**config.mk**
```make
export PLATFORM = sky130hd
export DESIGN_NAME = sign_packer
export DESIGN_NICKNAME = d
export VERILOG_FILES = /design/src/rtl/sign_packer.sv
export SDC_FILE = /design/constraint.sdc
export NUM_CORES = 2
export LEC_CHECK = 0
export CAP_MARGIN = 20
export CELL_PAD_IN_SITES_DETAIL_PLACEMENT = 2
export CELL_PAD_IN_SITES_GLOBAL_PLACEMENT = 2
export CORE_AREA = 2 2 410 412
export CTS_BUF_LIST = sky130_fd_sc_hd__clkbuf_8
export CTS_CLUSTER_SIZE = 12
export DETAILED_ROUTE_END_ITERATION = 8
export DIE_AREA = 0 0 412 414
export GPL_ROUTABILITY_DRIVEN = 0
export PLACE_DENSITY = 0.84
export SLEW_MARGIN = 0
export SYNTH_ARGS = -nofsm -noshare
export SYNTH_HDL_FRONTEND = slang
export SYNTH_SLANG_ARGS = --single-unit
```
**constraint.sdc**
```tcl
create_clock -name clk -period 8.15 [get_ports clk]
set_clock_uncertainty 0.2 [all_clocks]
set_input_delay 0.815 -clock clk [delete_from_list [all_inputs] [get_ports clk]]
set_output_delay 0.815 -clock clk [all_outputs]
set_load 0.005 [all_outputs]
```
**src/rtl/sign_packer.sv**
```systemverilog
// sign_packer: snapshots the DIM-bit sign vector of the bundling counters after
// a settle delay and streams it out as DIM/32 words over a valid/ready stream.
//
// Ports:
//   clk         system clock, rising edge
//   rst         asynchronous active-low reset
//   sign_bits   sign bit of counter k on bit k
//   capture     one-cycle snapshot request
//   dout        packed 32-bit word (word i = sign_bits[32*i+31:32*i])
//   dout_valid  dout holds a valid word
//   dout_ready  downstream accepts on dout_valid && dout_ready
//   dout_last   high with the final word of a snapshot
//   busy        high whenever the block is not idle
//   overrun     sticky: a capture was dropped because the block was busy
module sign_packer #(
    parameter int unsigned DIM    = 1024,
    parameter int unsigned SETTLE = 4,
    parameter int unsigned CW     = 8
) (
    input  logic           clk,
    input  logic           rst,
    input  logic [DIM-1:0] sign_bits,
    input  logic           capture,
    output logic [31:0]    dout,
    output logic           dout_valid,
    input  logic           dout_ready,
    output logic           dout_last,
    output logic           busy,
    output logic           overrun
);

    localparam int unsigned NW = DIM / 32;
    localparam int unsigned IW = (NW > 1) ? $clog2(NW) : 1;

    typedef enum logic [1:0] {
        S_IDLE,
        S_SETTLE,
        S_SEND
    } state_t;

    state_t          state;
    logic [CW-1:0]   cnt;
    logic [IW-1:0]   idx;
    logic [DIM-1:0]  snap;
    logic [IW-1:0]   nxt_idx_c;

    // Index of the word that follows the one currently presented.
    assign nxt_idx_c = idx + IW'(1);

    // Control FSM with registered stream outputs; the next word is preloaded
    // from the snapshot so dout never depends combinationally on dout_ready.
    always_ff @(posedge clk or negedge rst) begin
        if (!rst) begin
            state      <= S_IDLE;
            cnt        <= '0;
            idx        <= '0;
            snap       <= '0;
            dout       <= '0;
            dout_valid <= 1'b0;
            dout_last  <= 1'b0;
            busy       <= 1'b0;
            overrun    <= 1'b0;
        end else begin
            // Any capture outside IDLE (including the last-handshake cycle) is dropped.
            if (capture && (state != S_IDLE)) begin
                overrun <= 1'b1;
            end

            case (state)
                S_IDLE: begin
                    if (capture) begin
                        state <= S_SETTLE;
                        cnt   <= CW'(SETTLE - 1);
                        busy  <= 1'b1;
                    end
                end

                S_SETTLE: begin
                    if (cnt == '0) begin
                        // Counters have drained: take the snapshot and present word 0.
                        snap       <= sign_bits;
                        idx        <= '0;
                        dout       <= sign_bits[31:0];
                        dout_valid <= 1'b1;
                        dout_last  <= (NW == 1);
                        state      <= S_SEND;
                    end else begin
                        cnt <= cnt - CW'(1);
                    end
                end

                S_SEND: begin
                    if (dout_ready) begin
                        if (dout_last) begin
                            state      <= S_IDLE;
                            dout_valid <= 1'b0;
                            dout_last  <= 1'b0;
                            busy       <= 1'b0;
                        end else begin
                            idx       <= nxt_idx_c;
                            dout      <= snap[{nxt_idx_c, 5'b0} +: 32];
                            dout_last <= (nxt_idx_c == IW'(NW - 1));
                        end
                    end
                end

                default: begin
                    state <= S_IDLE;
                end
            endcase
        end
    end

endmodule

```
# Word level (Yosys, flattened, before mapping)
# Cells that the tools add are included.
dict set report word_totals {
  regBits 1075
  in_bits 1028
  output_inout_bits 36
  wordCells 61
}
dict set report classes {
  shift 1
  mux 26
  eq_ne 9
  add_sub_neg 2
  reduce_logical 14
}
# operator count
set ops {}
lappend ops {{indexed part select 1024 x 11 -> 32 bit} 1}
lappend ops {{2-to-1 mux 32 bit} 3}
lappend ops {{case mux 32 bit (2 select lines)} 1}
lappend ops {{2-to-1 mux 8 bit} 2}
lappend ops {{case mux 8 bit (2 select lines)} 1}
lappend ops {{AND reduction 4 bit} 4}
lappend ops {{2-to-1 mux 5 bit} 3}
lappend ops {{inequality test 2 bit (second input constant)} 6}
lappend ops {{case mux 5 bit (2 select lines)} 1}
lappend ops {{logical NOT 8 bit} 1}
lappend ops {{2-to-1 mux 2 bit} 4}
lappend ops {{nonzero test 2 bit} 4}
lappend ops {{subtractor 8 x 1 -> 8 bit (second input constant)} 1}
lappend ops {{2-to-1 mux 1 bit} 7}
lappend ops {{case mux 1 bit (2 select lines)} 3}
lappend ops {{case mux 2 bit (3 select lines)} 1}
lappend ops {{AND reduction 3 bit} 2}
lappend ops {{adder 5 x 1 -> 5 bit (second input constant)} 1}
lappend ops {{equality test 5 bit (second input constant)} 1}
lappend ops {{equality test 2 x 1 -> 1 bit (second input constant)} 1}
lappend ops {{equality test 2 bit (second input constant)} 1}
lappend ops {{logical NOT 2 bit} 1}
lappend ops {{AND reduction 2 bit} 1}
lappend ops {{logical AND 1 bit} 1}

# Longest topological paths before layout
dict set report logic_depth {
  depth_word 5
  mapped_depth 14
  mapped_depth_nobuf 7
}

# Worst setup path before layout
# OpenSTA, ideal clock, no wires.
dict set report synth_path {
  kind {register -> register}
  start {reg idx[0]}
  end {reg dout[0]}
  setup_time_ns 0.126
  path_stages_with_launch 13
  arrival_ns 3.210
  setup_slack_ns 4.614
  required_ns 7.824
  synth_period_minus_slack_ns 3.536
  path_buffers 6
  cell_sequence {dfrtp_1 > buf_6 > buf_6 > buf_4 > buf_2 > inv_1 > ha_1 > clkbuf_1 > clkbuf_1 > mux4_2 > mux4_2 > and2_1 > o32a_1}
}
dict set report synth_between {
  elab_chain_cells 5
}
# element line
set synth_rtl {}
lappend synth_rtl {{start: declaration} 43} ;# logic [IW-1:0] idx;
lappend synth_rtl {{start signal: assignment} 100} ;# idx <= nxt_idx_c;
lappend synth_rtl {{adder 5 x 1 -> 5 bit} 48} ;# assign nxt_idx_c = idx + IW'(1);
lappend synth_rtl {{indexed part select 1024 x 11 -> 32 bit} 101} ;# dout <= snap[{nxt_idx_c, 5'b0} +: 32];
lappend synth_rtl {{2-to-1 mux 32 bit} 94} ;# if (dout_last) begin
lappend synth_rtl {{2-to-1 mux 32 bit} 93} ;# if (dout_ready) begin
lappend synth_rtl {{case mux 32 bit (2 select lines)} 69} ;# case (state)
lappend synth_rtl {{end signal: assignment} 83} ;# dout <= sign_bits[31:0];
lappend synth_rtl {{end signal: assignment} 101}
lappend synth_rtl {{end: declaration} 24} ;# output logic [31:0] dout,
# Every way passes these cells. The select of a mux whose other input is x is not followed.
# A chain may end at the register's enable or synchronous reset.

# Worst setup path in the final report
dict set report layout_path {
  start {reg idx[0]}
  end {reg dout[30]}
}
# Same word-level chain as after synthesis.

==> flow_summary.ini <==
[drt]
drc = 0
routedWlPerCell_um = 30.3
vias_per_cell = 5.17
dr.pass1.iters = 5
via_count = 43800
drtAntennaViolNets = 0
routed_wl_um = 257000
drtIter0Drc = 3898

[die]
start_util_pct = 29.1
core_area_mm2 = 0.166
num_rows = 150
die_x_um = 412
fp.dieArea_mm2 = 0.171
die_h_um = 414
num_io_pins = 1064

[sta]
rsz0062_at_grt = false
hold_viol_final = 0
drv_slew = 0
worst_slew_pin_slew_ps = 1150
hold_ws_ps = 184
maxSlewHeadroom_pct = 21.2
fin_ws_ps = 3290
min_period_ps = 4860
timing.setup.tns_ps = 0
finalSetupViolations = 0
max_freq_mhz = 206
period_share_pct = 59.6

[final_layout]
num-nets-final = 7093
area_growth_pct = 34.8
stdcell_count = 8484
layout-drive-gt1-share_pct = 10.4

[clock_network]
cts.htree.levels = 4
cts_root_buffer = clkbuf_8
clock_latency_ps = 970
numCtsBuffers = 194
clockBufferDepth = 3
ctsResizeCount = 0
clk_pin_slew_worst_paths_ps = 60
clock-sinks = 1075
cts_tree = done

[setup_path]
r2r_end = dout[30]$_DFFE_PN0P_
cp.required_ps = 8690
cp_slowest_cell = dfrtp_4
crit_path_end_kind = register
ff2ff_path_depth = 7
path_cells = inv_1 > ha_4 > buf_4 > mux4_2 > and2_1 > a2111oi_0 > o31ai_1
crit_type = reg -> reg
reg2reg_setup_slack_ps = 3290
arrival_ps = 5400
crit_path_start_kind = register
cpPeakStageDelay_ps = 1010
rr_startpoint = idx[0]$_DFFE_PN0P_
crit_fanout = 49

[synth]
yosysTopAreaCell = dfrtp_1
yosysMostFrequentCell = nand2_1
synth_fp_nets = 6108
synthTopCellsByCount = nand2_1 (3122), dfrtp_1 (1075), mux4_2 (287)
syn_area_mm2 = 0.0484
avgSynthCellArea_um2 = 9.53
synthCells = 5076
synth_top_family_by_area = simple AND/OR/NAND/NOR gates
synth_mux_area_share_pct = 14.5
ys_types = 47
ys_warn_count = 0
yosys-top-cells-area = dfrtp_1 (56%), nand2_1 (24%), mux4_2 (13%), clkbuf_1 (2.0%), mux2i_1 (1.1%)
synth-compound-area-share_pct = 1.72
seq_area_frac_synth_pct = 55.6
ys.flop_type = dfrtp_1
synth_xor_area_share_pct = 0.233
synth_fa_ha_area_share_pct = 0.103
synth-async-reset-ratio_pct = 100
synth-simple-area-share_pct = 25.0
yosys_register_bits = 1075
synth-edff-count = 0
yosys.area.top_type_share_pct = 55.6

[global_route]
use_met1_pct = 37.0
grtUsageMet2_pct = 45.7
grt_pass1_wl_um = 359000
grt-ovfl-total = 0
antenna_found_initial = 135
top_usage_layer = met2
grt_pass1_vias = 48300
grt_max_degree = 205
grt_use_total_pct = 29.5
grt_use_met3_pct = 7.07

[worst_hold_path]
hold_path_class = in -> reg
min_to = snap[949]$_DFFE_PN0P_
hold_depth = 3
min_from = sign_bits[949]

[placed_design]
dpl.hpwl_um = 189000
portBuffers = 1063
dp_slack_ps = 3300
dp_cells = 8068

[power_and_ir_drop]
power.total_mw = 25.7
ir_drop_uv = 188
p_leak_nw = 30.6
power_density_mw_per_mm2 = 394

[status]
status = complete, no violations

[job]
drv_cap = 0
[state kept, by name, summed over array words and instances (netlist names)]
signal / flops
busy: 1
cnt: 8
dout: 32
dout_last: 1
dout_valid: 1
idx: 5
overrun: 1
snap: 1024
state: 2
[cell type report]
class | count | area, um2
Inverter | 6 | 22.5
Antenna cell | 78 | 195
Tap cell | 2204 | 2760
Fill cell | 17900 | 101000
Clock buffer | 236 | 3250
Multi-Input combinational cell | 3673 | 20200
Timing Repair Buffer | 1111 | 11200
Sequential cell | 1075 | 26900
Clock inverter | 101 | 709
[repair_timing]
item | CTS | global route
hold endpoints to repair | 74 | 0
setup buffers | 0 | 0
hold buffers | 1 | 0
[per-stage QoR]
step,utilization [%],cell area [um2]
floorplan,-,48400
global placement,36.7,61000
detailed placement,36.7,61000
CTS,39.1,65000
global route,39.2,65200
finish,39.2,65200
[cell usage in the layout, fill, tap and decap left out, types with 2 or more instances in the layout]
master / synthesis / routed
clkbuf_8: 0 / 236
o221a_2: 22 / 22
o21ai_0: 49 / 49
ha_1: 4 / 3
nor2_1: 34 / 33
xor2_1: 7 / 6
nand2b_1: 2 / 2
inv_1: 6 / 70
and2_1: 11 / 11
mux2i_1: 53 / 53
nor3b_1: 2 / 2
o32a_1: 9 / 9
o21ai_1: 23 / 23
inv_12: 0 / 7
clkinv_2: 0 / 19
inv_16: 0 / 3
buf_4: 5 / 31
bufinv_16: 0 / 3
xnor2_1: 4 / 3
nand3_1: 4 / 3
mux4_2: 287 / 287
clkdlybuf4s50_1: 0 / 1062
dfrtp_1: 1075 / 1074
a21oi_1: 14 / 14
or2_2: 2 / 2
diode_2: 0 / 78
nor3_1: 3 / 3
clkinv_16: 0 / 3
nand2_1: 3122 / 3121
buf_12: 0 / 16
[layer usage]
layer | share of wire (%) | vias to the layer above
li1 | - | 18300
met1 | 40 | 22900
met2 | 46 | 1926
met3 | 6.8 | 594
met4 | 6.7 | 76
met5 | 0.19 | -
[report_power, final]
part	total, mW	internal (mW)	switching, mW
clock network	5.38	2.75	2.62
logic	9.89	4.20	5.69
registers	10.4	8.08	2.34
total	25.7	15.0	10.6
[worst max-delay path: cells and delay by family (launching register included)]
| family | cells | cell delay [ps] |
|---|---|---|
| flip-flops | 1 | 1010 |
| adder cells (fa/ha/maj) | 1 | 810 |
| AO/OA/AOI/OAI | 2 | 1020 |
| multiplexers | 1 | 420 |
| AND/OR/NAND/NOR | 1 | 170 |
| buffers and inverters | 2 | 910 |
[cells by family (layout without fill, tap and decap cells)]
family | Yosys count | in the layout
XOR/XNOR | 12 | 12
other | 0 | 78
AND/OR/NAND/NOR | 3190 | 3190
flip-flops | 1075 | 1075
adder cells (fa/ha/maj) | 4 | 4
AO/OA/AOI/OAI | 125 | 125
buffers and inverters | 328 | 1454
multiplexers | 342 | 342
[worst max-delay path by stage]
stage                           endpoint                from  slack, ps  depth (start not counted)
CTS                 dout[30]$_DFFE_PN0P_  idx[0]$_DFFE_PN0P_       3250                          7
global placement    dout[30]$_DFFE_PN0P_  idx[0]$_DFFE_PN0P_       3230                          7
floorplan            dout[0]$_DFFE_PN0P_  idx[0]$_DFFE_PN0P_       4610                         12
global route        dout[30]$_DFFE_PN0P_  idx[0]$_DFFE_PN0P_       3010                          7
finish              dout[30]$_DFFE_PN0P_  idx[0]$_DFFE_PN0P_       3290                          7
detailed placement  dout[30]$_DFFE_PN0P_  idx[0]$_DFFE_PN0P_       3300                          7
(Power assumes the default switching activity.)
